File: config.mk
export PLATFORM = sky130hd
export DESIGN_NAME = fifo_wr_arbiter
export DESIGN_NICKNAME = d
export VERILOG_FILES = /design/src/rtl/fifo_arb_pkg.sv /design/src/rtl/rr_pick.sv /design/src/rtl/fifo_wr_arbiter.sv
export SDC_FILE = /design/constraint.sdc
export NUM_CORES = 1
export LEC_CHECK = 0
export ABC_AREA = 1
export CELL_PAD_IN_SITES_DETAIL_PLACEMENT = 1
export CELL_PAD_IN_SITES_GLOBAL_PLACEMENT = 1
export CORE_MARGIN = 10
export CORE_UTILIZATION = 23
export CTS_CLUSTER_DIAMETER = 200
export DETAILED_ROUTE_END_ITERATION = 16
export PLACE_DENSITY = 0.94
export SLEW_MARGIN = 20
export SYNTH_ARGS = -nofsm -noshare
export SYNTH_HDL_FRONTEND = slang
export SYNTH_SLANG_ARGS = --single-unit
export TNS_END_PERCENT = 20
File: constraint.sdc
create_clock -name Clk -period 6.5 [get_ports Clk]
set_input_delay 0.975 -clock Clk [delete_from_list [all_inputs] [get_ports Clk]]
set_output_delay 0.975 -clock Clk [all_outputs]
set_load 0.05 [all_outputs]
File: src/rtl/fifo_arb_pkg.sv
// Shared types for the FIFO write arbiter: FSM states and the beat counter width.
package fifo_arb_pkg;
  typedef enum logic {ARB_IDLE = 1'b0, ARB_OWN = 1'b1} arb_state_e;
  localparam int WR_COUNT_W = 16;
endpackage

File: src/rtl/rr_pick.sv
// Combinational round-robin picker: first set bit of req scanning upward from ptr, with wrap.
module rr_pick #(
  parameter int N = 4,
  parameter int W = $clog2(N)
) (
  input  logic [N-1:0] req,
  input  logic [W-1:0] ptr,
  output logic [N-1:0] onehot,
  output logic [W-1:0] idx,
  output logic         valid
);
  int j;
  logic [W-1:0] j_w;

  // Scan from the farthest offset down so the closest requester to ptr wins last.
  always_comb begin
    onehot = '0;
    idx    = '0;
    valid  = 1'b0;
    j      = 0;
    j_w    = '0;
    for (int k = N - 1; k >= 0; k--) begin
      j = int'(ptr) + k;
      if (j >= N) j = j - N;
      j_w = W'(j);
      if (req[j_w]) begin
        onehot      = '0;
        onehot[j_w] = 1'b1;
        idx         = j_w;
        valid       = 1'b1;
      end
    end
  end
endmodule

File: src/rtl/fifo_wr_arbiter.sv
// Round-robin arbiter sharing one FIFO write port among NUM_REQ producers.
// Define FIFO_ARB_BURST_EN to let a winner keep the port for up to MAX_BURST beats.
module fifo_wr_arbiter
  import fifo_arb_pkg::*;
#(
  parameter int NUM_REQ   = 4,
  parameter int DATA_W    = 32,
  parameter int MAX_BURST = 4
) (
  input  logic                        Clk,
  input  logic                        Rst,
  input  logic [NUM_REQ-1:0]          req,
  input  logic [NUM_REQ*DATA_W-1:0]   req_data,
  output logic [NUM_REQ-1:0]          gnt,
  output logic [$clog2(NUM_REQ)-1:0]  grant_id,
  output logic                        fifo_en,
  output logic                        fifo_wr,
  output logic [DATA_W-1:0]           fifo_din,
  input  logic                        fifo_full,
  output logic [WR_COUNT_W-1:0]       wr_count
);
  localparam int ID_W   = $clog2(NUM_REQ);
  localparam int BEAT_W = $clog2(MAX_BURST + 1);
  localparam logic [BEAT_W-1:0] BEAT_MAX = BEAT_W'(MAX_BURST);
`ifdef FIFO_ARB_BURST_EN
  localparam bit BURST = 1'b1;
`else
  localparam bit BURST = 1'b0;
`endif

  arb_state_e          state, state_n;
  logic [ID_W-1:0]     owner, owner_n;
  logic [ID_W-1:0]     rr_ptr, ptr_n;
  logic [BEAT_W-1:0]   beats, beats_n;
  logic [NUM_REQ-1:0]  cand, pick_oh;
  logic [ID_W-1:0]     pick_idx;
  logic                pick_vld;

  function automatic logic [ID_W-1:0] wrap_inc(input logic [ID_W-1:0] x);
    return (x == ID_W'(NUM_REQ - 1)) ? '0 : x + 1'b1;
  endfunction

  // While a burst is owned, only the owner may compete.
  always_comb begin
    cand = req;
    if (state == ARB_OWN) cand = req & (NUM_REQ'(1) << owner);
  end

  rr_pick #(.N(NUM_REQ), .W(ID_W)) u_pick (
    .req    (cand),
    .ptr    (rr_ptr),
    .onehot (pick_oh),
    .idx    (pick_idx),
    .valid  (pick_vld)
  );

  always_ff @(posedge Clk) begin
    if (Rst) begin
      state    <= ARB_IDLE;
      owner    <= '0;
      rr_ptr   <= '0;
      beats    <= '0;
      fifo_en  <= 1'b0;
      grant_id <= '0;
      wr_count <= '0;
    end else begin
      state   <= state_n;
      owner   <= owner_n;
      rr_ptr  <= ptr_n;
      beats   <= beats_n;
      fifo_en <= 1'b1;
      if (fifo_wr) begin
        grant_id <= pick_idx;
        wr_count <= wr_count + 1'b1;
      end
    end
  end

  always_comb begin
    state_n = state;
    owner_n = owner;
    ptr_n   = rr_ptr;
    beats_n = beats;
    if (fifo_wr) begin
      if (state == ARB_IDLE) begin
        if (BURST && BEAT_MAX != 1) begin
          state_n = ARB_OWN;
          owner_n = pick_idx;
          beats_n = BEAT_W'(1);
        end else begin
          ptr_n = wrap_inc(pick_idx);
        end
      end else begin
        beats_n = beats + 1'b1;
        if (beats + 1'b1 == BEAT_MAX) begin
          state_n = ARB_IDLE;
          ptr_n   = wrap_inc(owner);
          beats_n = '0;
        end
      end
    end else if (state == ARB_OWN && !req[owner] && !fifo_full) begin
      // Owner ran dry: hand the port back without waiting out the burst.
      state_n = ARB_IDLE;
      ptr_n   = wrap_inc(owner);
      beats_n = '0;
    end
  end

  always_comb begin
    gnt      = pick_oh & {NUM_REQ{pick_vld & fifo_en & !fifo_full & !Rst}};
    fifo_wr  = |gnt;
    fifo_din = '0;
    for (int i = 0; i < NUM_REQ; i++)
      if (gnt[i]) fifo_din = fifo_din | req_data[i*DATA_W +: DATA_W];
  end
endmodule
==> load_flow_metrics.sql, run 1 <==
INSERT INTO impl_metrics (metric_group, metric, value, unit) VALUES
('pwr', 'ir_drop', '0.1942', 'mV'),
('cts', 'cts_setup_buffers', '0', ''),
('cts', 'clkLatencyLatePin', '0.26', 'ns'),
('cts', 'cts_max_level', '1', ''),
('synth', 'postSynthRegisterBits', '25', ''),
('timing', 'finalCriticalPeriod', '5.142', 'ns'),
('place', 'hpwl', '11940', 'um'),
('timing', 'timing_max_transition_violations_final', '0', ''),
('timing', 'final.setup.tns', '0', 'ns'),
('layout', 'antenna_cells', '0', ''),
('drt', 'wl_per_cell', '18.47', 'um'),
('drt', 'number_of_iterations_in_the_first_detailed_routing_pass', '4', ''),
('critical_path', 'critPathArrivalTime', '4.17', 'ns'),
('floorplanning', 'design.portCount', '191', ''),
('run_status', 'outcome', 'complete, no violations', ''),
('cts', 'post_cts_hold_buffer_count', '0', ''),
('global_routing', 'grt.overflow.total', '0', ''),
('place', 'numPlacedInstances', '772', ''),
('critical_path', 'worst_r2r_path_depth', '16', ''),
('global_routing', 'grt_busiest_layer', 'met2', ''),
('cts', 'cts.repair.resized', '0', ''),
('floorplanning', 'die_width', '126.2', 'um'),
('drt', 'postRouteAntennaNets', '0', ''),
('cts', 'clock_tree_from_tritoncts', 'built', ''),
('global_routing', 'total_routing_usage_reported_by_global_routing', '16.58', '%'),
('critical_path', 'worstSetupPathType', 'input pin to output pin', ''),
('global_routing', 'first_global_vias', '3867', ''),
('floorplanning', 'core_region_area', '0.01094', 'sq mm'),
('floorplanning', 'floorplan.die.height', '126.2', 'um'),
('timing', 'final.setup.worst_slack', '1.358', 'ns'),
('timing', 'fin_worst_skew', '0.003726', 'ns'),
('cts', 'root_buffer', 'clkbuf_16', ''),
('synth', 'synth.lib_cells_used.distinct', '28', ''),
('timing', 'max_freq', '194.5', 'MHz'),
('cts', 'cts.path.max_buffers', '2', ''),
('drt', 'post_drt_via_cell_ratio', '4.793', ''),
('global_routing', 'grt_use_met1', '18.41', '%'),
('cts', 'cts_made_buffers', '3', ''),
('pwr', 'leakagePower', '1.795', 'nW'),
('critical_path', 'timing.rr.end', 'beats[2]', ''),
('min_path', 'hp-class', 'flop to flop', ''),
('timing', 'rsz_0062_raised_after_global_routing', 'no', ''),
('synth', 'synth_top_area_share', '27.08', '%'),
('critical_path', 'timing.critical_path.fanout_max', '20', ''),
('critical_path', 'worstSetupEndpointType', 'output pin', ''),
('floorplanning', 'floorplan.die_area', '0.01592', 'sq mm'),
('floorplanning', 'core.rowCount', '38', ''),
('floorplanning', 'initial_utilization', '23.71', '%'),
('run', 'maximum_capacitance_violations', '0', ''),
('critical_path', 'crit-reg2reg-launch', 'rr_ptr[0]', ''),
('place', 'port_buffers', '190', ''),
('drt', 'remaining_drc_errors', '0', ''),
('cts', 'cts.sinks', '25', ''),
('layout', 'flow.area_growth_from_synthesis', '79.83', '%'),
('synth', 'synthesis.area_per_instance', '5.673', 'sq um'),
('layout', 'instances_no_fill', '776', ''),
('critical_path', 'crit_path_start', 'req[0]', ''),
('critical_path', 'critPathLaunchType', 'input pin', ''),
('global_routing', 'grt_start_max_net_pins', '34', ''),
('place', 'final_replace_weighted_congestion', '0.9296', ''),
('drt', 'dr_total_vias', '3719', ''),
('cts', 'cts.clk_slew.worst_paths', '0.06', 'ns'),
('global_routing', 'grt_pass1_wl', '21800', 'um'),
('drt', 'detail_route.wirelength', '14330', 'um'),
('place', 'pre_cts_ws', '1.347', 'ns'),
('layout', 'proportion_of_layout_cells_with_a_drive_suffix_above_1', '4.717', '%'),
('synth', 'mappedNetlistArea', '0.002592', 'sq mm'),
('timing', 'final-hold-violation-count', '0', ''),
('critical_path', 'timing.critical_path.to', 'fifo_din[25]', ''),
('timing', 'post-route-period-util', '79.10', '%'),
('synth', 'share_of_synthesized_area_occupied_by_flip_flops_and_latches', '19.31', '%');
## how the worst min path moves through the flow
stage                         to         start  depth (start not counted)
floorplan               beats[2]      beats[2]                          4
CTS                  grant_id[0]   grant_id[0]                          2
detailed placement   grant_id[0]   grant_id[0]                          2
global placement     grant_id[0]   grant_id[0]                          2
finish               grant_id[0]   grant_id[0]                          2
global route        wr_count[15]  wr_count[15]                          2
## area by class of cell
| cell class | instances | area, sq um |
|---|---|---|
| inverter | 40 | 150.1 |
| clock buffer | 4 | 78.83 |
| tap | 140 | 175.2 |
| timing repair buffer | 194 | 1932 |
| fill | 1439 | 6274 |
| sequential | 25 | 500.5 |
| multi-input combinational | 373 | 1826 |
## layer usage
layer	vias up	part of all wire, %
li1	1836	-
met1	1771	39
met2	92	54
met3	20	4.3
met4	0	2.1
met5	-	0
## cells in the mapped netlist
master and instances:
buf_4 2, nor2_4 1, nor4b_1 1, nand2_2 12
o21ai_0 11, clkbuf_1 2, nor3_2 3, nor4_1 2
nand2_1 187, nand4_1 32, nand2_4 2, ha_1 12
nor2_1 38, buf_2 12, xnor2_1 3, dfxtp_1 25
nor3_1 12, and3_1 1, buf_6 3, nand3_2 2
o211ai_1 1, nand3_1 23, a21oi_1 24, clkinv_1 1
inv_1 37, a21oi_4 1, xor2_1 5, inv_2 2
## registers in the layout (all words and copies together) (netlist names)
register,count
wr_count,16
beats,3
grant_id,2
rr_ptr,2
fifo_en,1
state,1
## cell usage in the layout, fill, tap and decap left out, drive strengths merged, types with 11 or more instances in the layout
| cell type | instances |
|---|---|
| nand4 | 32 |
| nand3 | 25 |
| nor3 | 15 |
| o21ai | 11 |
| dfxtp | 25 |
| clkdlybuf4s50 | 190 |
| a21oi | 25 |
| nand2 | 201 |
| ha | 12 |
| nor2 | 39 |
| inv | 39 |
## report_power, final
group / leakage [nW] / switching, mW / internal [mW]
clock: 0.0382 / 0.0535 / 0.0838
sequential: 0.203 / 0.0283 / 0.173
combinational: 1.55 / 0.761 / 0.381
## stage by stage
step	util (%)	hold slack [ns]	total power [mW]	cell area (sq um)
floorplan	-	0.5281	0.9864	2592
global route	42.63	0.5412	1.587	4662
detailed placement	41.91	0.4821	1.351	4583
finish	42.63	0.4890	1.480	4662
CTS	42.63	0.4972	1.494	4662
global placement	41.91	0.4691	1.316	4583
## worst max-delay path, stage by stage
cell and delay, ns:
clkdlybuf4s50_1 0.48, inv_1 0.06, nand2_1 0.10, nand3_2 0.11
nand2_2 0.20, nor2_1 0.07, nand2_1 0.07, nand2_2 0.07
nor2_1 0.12, nand2_2 0.07, inv_1 0.51, buf_4 0.33
nand2_1 0.08, nand4_1 0.10, clkdlybuf4s50_1 0.81
## kinds of logic (layout without fill, tap and decap cells)
group	Yosys count	count (layout)	synth area share (%)
and+or+nand+nor	316	316	54.25
xor gates and xnor gates	8	8	2.703
AOI/OAI and AO/OA	37	37	7.674
adders and majority gates	12	12	5.791
DFF	25	25	19.31
buffers and inverters	59	238	10.28
(Power assumes the default switching activity.)
==> inputs of run 2 (changes only) <==
--- a/config.mk
+++ b/config.mk
@@ -9,10 +9,10 @@
 export CELL_PAD_IN_SITES_DETAIL_PLACEMENT = 1
 export CELL_PAD_IN_SITES_GLOBAL_PLACEMENT = 1
 export CORE_MARGIN = 10
-export CORE_UTILIZATION = 23
+export CORE_UTILIZATION = 19
 export CTS_CLUSTER_DIAMETER = 200
 export DETAILED_ROUTE_END_ITERATION = 16
-export PLACE_DENSITY = 0.94
+export PLACE_DENSITY = 0.84
 export SLEW_MARGIN = 20
 export SYNTH_ARGS = -nofsm -noshare
 export SYNTH_HDL_FRONTEND = slang
==> constraint.sdc (replaced) <==
create_clock -name Clk -period 4.2 [get_ports Clk]
set_input_delay 0.63 -clock Clk [delete_from_list [all_inputs] [get_ports Clk]]
set_output_delay 0.63 -clock Clk [all_outputs]
set_load 0.05 [all_outputs]
==> run 2 against run 1 <==
Global-route usage shrank 1.8 points. Core utilization shrank 4.3 points. Combinational power up 84%. Sequential share of layout area fell by 0.92 points. Cell area rose by 9.4%. Hold slack got worse by 0.0022 ns. Critical endpoint is now fifo_din[19]. Critical path type is now flop to output pin. First-iteration DRC count shrank 2.0%.
==> load_flow_metrics.sql, run 2 (synthesized netlist as in run 1, its figures left out) <==
INSERT INTO impl_metrics (metric_group, metric, value, unit) VALUES
('pwr', 'switching_share', '53.16', '%'),
('layout', 'largest_register_ffs', '16', ''),
('cts', 'cts.clk_slew.worst_paths', '0.07', 'ns'),
('global_routing', 'grt_start_max_net_pins', '34', ''),
('pwr', 'leakagePower', '1.992', 'nW'),
('critical_path', 'critical_path.cell_chain', 'inv_1, ha_1, inv_1, nand3_2, nand2_2, nor2_1, nand2_1, nand2_2, nor2_1, nand2_1, inv_1, buf_4, nand2_1, nand4_1, buf_12', ''),
('drt', 'post_drt_via_cell_ratio', '4.562', ''),
('critical_path', 'timing.critical_path.fanout_max', '33', ''),
('critical_path', 'worstSetupPathType', 'flop to output pin', ''),
('global_routing', 'first_global_vias', '4017', ''),
('cts', 'post_cts_hold_buffer_count', '0', ''),
('global_routing', 'grt_use_met1', '17.14', '%'),
('layout', 'antenna_cells', '0', ''),
('pwr', 'internal-power', '1.226', 'mW'),
('place', 'port_buffers', '190', ''),
('floorplanning', 'die_width', '136.8', 'um'),
('min_path', 'hp-class', 'flop to flop', ''),
('pwr', 'combPwrFrac', '80.3', '%'),
('layout', 'layout_top_registers', 'wr_count x16, beats x3', ''),
('global_routing', 'global_route.usage.met2', '27.94', '%'),
('place', 'pre_cts_ws', '0.6410', 'ns'),
('pwr', 'seq_power_share', '11.4', '%'),
('cts', 'cts_setup_buffers', '0', ''),
('timing', 'rsz_0062_raised_after_global_routing', 'no', ''),
('drt', 'detail_route.wirelength', '14780', 'um'),
('critical_path', 'critPathArrivalTime', '3.14', 'ns'),
('drt', 'drt_first_iter_violations', '149', ''),
('timing', 'finalCriticalPeriod', '3.768', 'ns'),
('critical_path', 'slowest_stage', 'dfxtp_1', ''),
('timing', 'max-slew-margin-rel', '63.25', '%'),
('floorplanning', 'design.portCount', '191', ''),
('floorplanning', 'core.rowCount', '42', ''),
('floorplanning', 'floorplan.die.height', '136.8', 'um'),
('layout', 'mostFrequentLayoutCell', 'nand2_1', ''),
('timing', 'final-hold-violation-count', '0', ''),
('pwr', 'power_density', '512.9', 'mW/mm^2'),
('cts', 'clock_tree_from_tritoncts', 'built', ''),
('pwr', 'switching_power', '1.391', 'mW'),
('cts', 'cts.sinks', '25', ''),
('timing', 'final.setup.worst_slack', '0.4316', 'ns'),
('global_routing', 'global_route_met3_usage', '2.493', '%'),
('floorplanning', 'core_region_area', '0.01330', 'sq mm'),
('timing', 'fin_worst_skew', '0.003297', 'ns'),
('drt', 'wl_per_cell', '18.14', 'um'),
('global_routing', 'grt_pass1_wl', '22240', 'um'),
('cts', 'root_buffer', 'clkbuf_16', ''),
('critical_path', 'max_stage_delay', '0.52', 'ns'),
('cts', 'cts_max_level', '1', ''),
('timing', 'tightestPinTransition', '0.5495', 'ns'),
('cts', 'cts_made_buffers', '3', ''),
('layout', 'final.fill_count', '1680', ''),
('run', 'maximum_capacitance_violations', '0', ''),
('place', 'hpwl', '12430', 'um'),
('cts', 'cts.path.max_buffers', '2', ''),
('place', 'final_replace_weighted_congestion', '0.8942', ''),
('floorplanning', 'floorplan.die_area', '0.01872', 'sq mm'),
('critical_path', 'worst_r2r_path_depth', '16', ''),
('global_routing', 'grt_busiest_layer', 'met2', ''),
('layout', 'seq_area', '500.5', 'sq um'),
('global_routing', 'grt.overflow.total', '0', ''),
('drt', 'remaining_drc_errors', '0', ''),
('pwr', 'ir_drop', '0.2414', 'mV'),
('layout', 'multi_input_comb_area', '0.001826', 'sq mm'),
('pwr', 'pwr-share-clk', '8.4', '%'),
('cts', 'clkLatencyLatePin', '0.26', 'ns'),
('critical_path', 'worst_path_required_time', '3.57', 'ns'),
('timing', 'final.setup.tns', '0', 'ns'),
('drt', 'dr_total_vias', '3718', ''),
('critical_path', 'crit_family', 'simple AND/OR/NAND/NOR gates', ''),
('timing', 'holdWs', '0.4868', 'ns'),
('floorplanning', 'initial_utilization', '19.50', '%'),
('drt', 'number_of_iterations_in_the_first_detailed_routing_pass', '4', ''),
('run_status', 'outcome', 'complete, no violations', ''),
('drt', 'postRouteAntennaNets', '0', ''),
('timing', 'timing_max_transition_violations_final', '0', ''),
('critical_path', 'crit_buf_inv', '5', ''),
('critical_path', 'critPathLaunchType', 'flop', ''),
('global_routing', 'total_routing_usage_reported_by_global_routing', '14.77', '%'),
('place', 'postPlaceCellArea', '0.005021', 'sq mm'),
('min_path', 'timing.hold.worst_path_depth', '2', ''),
('critical_path', 'crit_cells', '15', ''),
('timing', 'max_freq', '265.4', 'MHz'),
('layout', 'layout_common_cells', 'nand2_1 (187), clkdlybuf4s50_1 (153), nor2_1 (38)', ''),
('timing', 'finalSetupViolations', '0', ''),
('global_routing', 'grt_antenna_before_repair', '0', ''),
('layout', 'finalNetCount', '787', ''),
('layout', 'flow.area_growth_from_synthesis', '96.77', '%'),
('layout', 'largest_register', 'wr_count', ''),
('layout', 'fin_area', '0.005101', 'sq mm'),
('layout', 'proportion_of_layout_cells_with_a_drive_suffix_above_1', '11.11', '%'),
('timing', 'post-route-period-util', '89.72', '%'),
('critical_path', 'worstSetupEndpointType', 'output pin', ''),
('cts', 'cts.repair.resized', '0', '');
-- run 2: cell types whose count changed in the layout (fill, tap and decap cells not counted) --
cell,change
buf_12,+37
clkdlybuf4s50_1,-37
buf_4,+3
clkbuf_1,-1
clkinv_2,+1
-- run 2: per-layer routing --
| metal | part of all wire [%] | wire (um) |
|---|---|---|
| met1 | 41 | 6052 |
| met2 | 53 | 7873 |
| met3 | 4.8 | 708 |
| met4 | 1.0 | 148 |
| met5 | 0 | 0 |
-- run 2: worst reg2reg max path: cells and delay by family (launching register included) --
family,cells,cell delay [ns]
and+or+nand+nor,10,1.24
adders and majority gates,1,0.38
DFF,1,0.52
AOI/OAI and AO/OA,1,0.18
buffers and inverters,4,0.60
-- run 2: worst paths after layout --
kind         slack [ns]           end   startpoint
max                0.43  fifo_din[19]    rr_ptr[1]
min                0.49   grant_id[1]  grant_id[1]
max reg2reg        1.17      beats[1]    rr_ptr[1]
min reg2reg        0.49   grant_id[1]  grant_id[1]
-- run 2: cell type report --
cell class | count | area share (%)
Timing Repair Buffer | 197 | 45.57
Sequential cell | 25 | 9.811
Clock inverter | 1 | 0.09811
Multi-Input combinational cell | 373 | 35.79
Clock buffer | 3 | 1.472
Inverter | 40 | 2.943
Tap cell | 176 | 4.317
-- run 2: power groups by stage --
| stage | Sequential, mW | Clock, mW | Combinational (mW) |
|---|---|---|---|
| 6_report | 0.298 | 0.219 | 2.10 |
| 5_1_grt | 0.304 | 0.232 | 2.26 |
| 4_1_cts | 0.298 | 0.221 | 2.11 |
| 3_5_place_dp | 0.303 | 0 | 2.11 |
| 3_3_place_gp | 0.303 | 0 | 2.05 |
| 2_1_floorplan | 0.375 | 0 | 1.15 |
-- run 2: metrics by stage --
step,instances,total power [mW],utilization [%]
floorplan,457,1.527,-
CTS,815,2.633,38.37
detailed placement,811,2.411,37.77
global route,815,2.795,38.37
global placement,811,2.357,37.77
finish,815,2.617,38.37
==> inputs of run 3 (changes only) <==
--- a/config.mk
+++ b/config.mk
@@ -12,9 +12,10 @@
 export CORE_UTILIZATION = 19
 export CTS_CLUSTER_DIAMETER = 200
 export DETAILED_ROUTE_END_ITERATION = 16
-export PLACE_DENSITY = 0.84
+export PLACE_DENSITY = 0.83
 export SLEW_MARGIN = 20
 export SYNTH_ARGS = -nofsm -noshare
 export SYNTH_HDL_FRONTEND = slang
+export SYNTH_HIERARCHICAL = 1
 export SYNTH_SLANG_ARGS = --single-unit
-export TNS_END_PERCENT = 20
+export TNS_END_PERCENT = 1
==> run 3 against run 2 <==
Setup slack better by 0.17 ns. Sequential cell count unchanged. Register-to-register slack better by 0.05 ns. Clock skew is 0.0012 ns lower. Combinational power shrank 55%. First-iteration DRC count increased by 1.3%. Wire length is 2.5% lower. Die area is 2.6% higher. Clock-buffer cell count did not move. Power shrank 46%. Critical endpoint is now fifo_din[16].
==> load_flow_metrics.sql, run 3 <==
INSERT INTO impl_metrics (metric_group, metric, value, unit) VALUES
('run_status', 'outcome', 'complete, no violations', ''),
('layout', 'layout_common_cells', 'nand2_1 (213), clkdlybuf4s50_1 (153), inv_1 (42)', ''),
('critical_path', 'crit_buf_inv', '7', ''),
('timing', 'timing_max_transition_violations_final', '0', ''),
('pwr', 'switching_share', '44.01', '%'),
('critical_path', 'worst_r2r_path_depth', '18', ''),
('cts', 'clock_tree_from_tritoncts', 'built', ''),
('synth', 'synth_xor_area_share', '0.3280', '%'),
('pwr', 'ir_drop', '0.1653', 'mV'),
('synth', 'synth-compound-area-share', '7.451', '%'),
('pwr', 'pwr-share-clk', '15.2', '%'),
('layout', 'largest_register_ffs', '16', ''),
('cts', 'cts_made_buffers', '3', ''),
('floorplanning', 'core.rowCount', '43', ''),
('synth', 'synth.lib_cells_used.distinct', '26', ''),
('critical_path', 'timing.rr.end', 'beats[0]', ''),
('critical_path', 'worstSetupPathType', 'input pin to output pin', ''),
('synth', 'yosys.area_share.adder', '5.155', '%'),
('min_path', 'whs_endpoint', 'grant_id[1]', ''),
('pwr', 'power_density', '268.5', 'mW/mm^2'),
('synth', 'asyncSetResetFlopFracSynth', '0', '%'),
('layout', 'antenna_cells', '0', ''),
('synth', 'ys_warn_count', '6', ''),
('critical_path', 'crit_family', 'buffers and inverters', ''),
('floorplanning', 'floorplan.die_area', '0.01919', 'sq mm'),
('drt', 'postRouteAntennaNets', '0', ''),
('cts', 'clkLatencyLatePin', '0.26', 'ns'),
('cts', 'cts.sinks', '25', ''),
('layout', 'finalNetCount', '820', ''),
('timing', 'finalSetupViolations', '0', ''),
('critical_path', 'timing.critical_path.fanout_max', '33', ''),
('synth', 'synthMuxAreaShare', '0', '%'),
('synth', 'syn-instance-count', '489', ''),
('critical_path', 'worstSetupEndpointType', 'output pin', ''),
('timing', 'max_freq', '277.9', 'MHz'),
('global_routing', 'grt.overflow.total', '0', ''),
('synth', 'yosys-top-cells-count', 'nand2_1 (213), inv_1 (42), nand4_1 (39), nor2_1 (39), nand3_1 (38)', ''),
('timing', 'holdWs', '0.4993', 'ns'),
('layout', 'proportion_of_layout_cells_with_a_drive_suffix_above_1', '10.70', '%'),
('min_path', 'hold_start', 'grant_id[1]', ''),
('floorplanning', 'floorplan.die.height', '138.5', 'um'),
('critical_path', 'critical_path.cell_chain', 'clkdlybuf4s50_1, inv_1, nor2_1, inv_1, o21ai_0, nand2_1, nand2_4, inv_1, nand4_1, nand2_1, inv_1, nand2_1, nor2_2, buf_12, nand2_1, nand4_1, buf_12', ''),
('critical_path', 'reg2reg_slack', '1.22', 'ns'),
('drt', 'remaining_drc_errors', '0', ''),
('floorplanning', 'core_region_area', '0.01383', 'sq mm'),
('synth', 'synth.most_common_cell', 'nand2_1', ''),
('layout', 'fin_area', '0.005258', 'sq mm'),
('critical_path', 'critPathArrivalTime', '2.97', 'ns'),
('floorplanning', 'initial_utilization', '19.31', '%'),
('cts', 'cts.clk_slew.worst_paths', '0.06', 'ns'),
('critical_path', 'crit-reg2reg-launch', 'rr_ptr[1]', ''),
('cts', 'cts.path.max_buffers', '2', ''),
('layout', 'largest_register', 'wr_count', ''),
('synth', 'post_synth_main_area_contributors', 'nand2_1 (30%), dfxtp_1 (19%), nand4_1 (9.1%), nand3_1 (7.1%), inv_1 (5.9%)', ''),
('pwr', 'seq_power_share', '18.1', '%'),
('cts', 'post_cts_hold_buffer_count', '0', ''),
('place', 'final_replace_weighted_congestion', '0.8353', ''),
('global_routing', 'first_global_vias', '3968', ''),
('cts', 'cts.repair.resized', '0', ''),
('pwr', 'leakagePower', '2.119', 'nW'),
('min_path', 'timing.hold.worst_path_depth', '2', ''),
('floorplanning', 'die_width', '138.5', 'um'),
('place', 'hpwl', '12040', 'um'),
('place', 'postPlaceCellArea', '0.005177', 'sq mm'),
('pwr', 'combPwrFrac', '66.7', '%'),
('timing', 'max-slew-margin-rel', '65.40', '%'),
('drt', 'post_drt_via_cell_ratio', '4.545', ''),
('critical_path', 'critPathLaunchType', 'input pin', ''),
('synth', 'synth_top_area_share', '29.94', '%'),
('min_path', 'hp-class', 'flop to flop', ''),
('cts', 'cts_max_level', '1', ''),
('global_routing', 'grt_antenna_before_repair', '0', ''),
('drt', 'drt_first_iter_violations', '151', ''),
('pwr', 'fin_total_pwr', '1.412', 'mW'),
('timing', 'post-route-period-util', '85.66', '%'),
('synth', 'synth-edff-count', '0', ''),
('drt', 'detail_route.wirelength', '14410', 'um'),
('run', 'maximum_capacitance_violations', '0', ''),
('drt', 'dr_total_vias', '3877', ''),
('drt', 'wl_per_cell', '16.89', 'um'),
('floorplanning', 'design.portCount', '191', ''),
('synth', 'postSynthRegisterBits', '25', ''),
('layout', 'layout_top_registers', 'wr_count x16, beats x3', ''),
('global_routing', 'grt_start_max_net_pins', '34', ''),
('synth', 'cell_type_contributing_the_most_total_cell_area_after_synthesis', 'nand2_1', ''),
('global_routing', 'grt_pass1_wl', '22820', 'um'),
('synth', 'synthesis.area_per_instance', '5.460', 'sq um'),
('layout', 'flow.area_growth_from_synthesis', '96.91', '%'),
('critical_path', 'worst_path_required_time', '3.57', 'ns'),
('drt', 'number_of_iterations_in_the_first_detailed_routing_pass', '4', ''),
('timing', 'final.setup.tns', '0', 'ns'),
('synth', 'syn-num-nets', '635', ''),
('critical_path', 'max_stage_delay', '0.45', 'ns'),
('timing', 'finalCriticalPeriod', '3.598', 'ns'),
('layout', 'mostFrequentLayoutCell', 'nand2_1', ''),
('place', 'port_buffers', '190', ''),
('place', 'numPlacedInstances', '849', ''),
('synth', 'mappedNetlistArea', '0.002670', 'sq mm'),
('cts', 'cts_setup_buffers', '0', ''),
('timing', 'final-hold-violation-count', '0', ''),
('timing', 'tightestPinTransition', '0.5174', 'ns'),
('timing', 'fin_worst_skew', '0.002072', 'ns'),
('synth', 'dominant_combinational_cell_family_by_area_after_synthesis', 'simple AND/OR/NAND/NOR gates', ''),
('timing', 'rsz_0062_raised_after_global_routing', 'no', ''),
('synth', 'synth-main-ff-cell', 'dfxtp_1', ''),
('layout', 'instances_no_fill', '853', ''),
('cts', 'root_buffer', 'clkbuf_16', ''),
('pwr', 'internal-power', '790.6', 'uW'),
('synth', 'post_synthesis_simple_gate_area_fraction', '58.06', '%'),
('synth', 'share_of_synthesized_area_occupied_by_flip_flops_and_latches', '18.74', '%'),
('global_routing', 'total_routing_usage_reported_by_global_routing', '14.23', '%'),
('pwr', 'switching_power', '621.3', 'uW'),
('critical_path', 'slowest_stage', 'clkdlybuf4s50_1', '');
run 3: cell count changes after synthesis, sizes merged, moves of 4 or more:
cell,change
nand3,+17
inv,+8
nand2,+19
nor2,+4
nor3,-13
xor2,-4
nand4,+7
run 3: through the flow:
stage	util, %	worst slack (ns)
after floorplan	-	0.8363
after global placement	37.44	0.5926
after detailed placement	37.44	0.5783
after CTS	38.02	0.5747
after global routing	38.02	0.3030
final	38.02	0.6021
run 3: kinds of logic after synthesis:
kind of cell    after synthesis
simple gates                350
buf+inv                      66
compound gates               36
flops                        25
fa+ha+maj                    11
xor+xnor                      1
run 3: routing by layer:
metal | up-vias | GRT usage (%) | wire length, um
met2 | 135 | 25.48 | 7069
li1 | 1946 | - | -
met3 | 5 | 3.253 | 1093
met5 | - | 0 | 0
met1 | 1791 | 17.60 | 6216
met4 | 0 | 0.8324 | 27
run 3: tightest hold or removal path, stage by stage, from the launching register on:
cell     delay [ns]
dfxtp_1        0.32
nand3_1        0.08
a21oi_1        0.06
run 3: worst max path at each step:
stage                         start      endpoint  slack (ns)  cells past startpoint
after floorplan           rr_ptr[0]  fifo_din[11]        0.84                     14
after global placement       req[2]  fifo_din[31]        0.59                     17
after detailed placement     req[2]  fifo_din[31]        0.58                     17
after CTS                    req[2]  fifo_din[31]        0.57                     17
after global routing         req[2]  fifo_din[16]        0.30                     17
final                        req[2]  fifo_din[16]        0.60                     17
run 3: layout make-up:
type                       count  area (sq um)
clock buffer                   3         75.07
clock inverter                 1         5.005
fill                        1747          8569
inverter                      47         178.9
multi-input combinational    398          1896
sequential                    25         500.5
tap                          180         225.2
timing repair buffer         199          2377
run 3: power by group through the flow:
stage | logic (mW) | clock network [mW] | registers, mW
2_1_floorplan | 0.472 | 0 | 0.278
3_3_place_gp | 0.936 | 0 | 0.260
3_5_place_dp | 0.950 | 0 | 0.261
4_1_cts | 0.953 | 0.220 | 0.255
5_1_grt | 1.01 | 0.227 | 0.257
6_report | 0.942 | 0.215 | 0.255
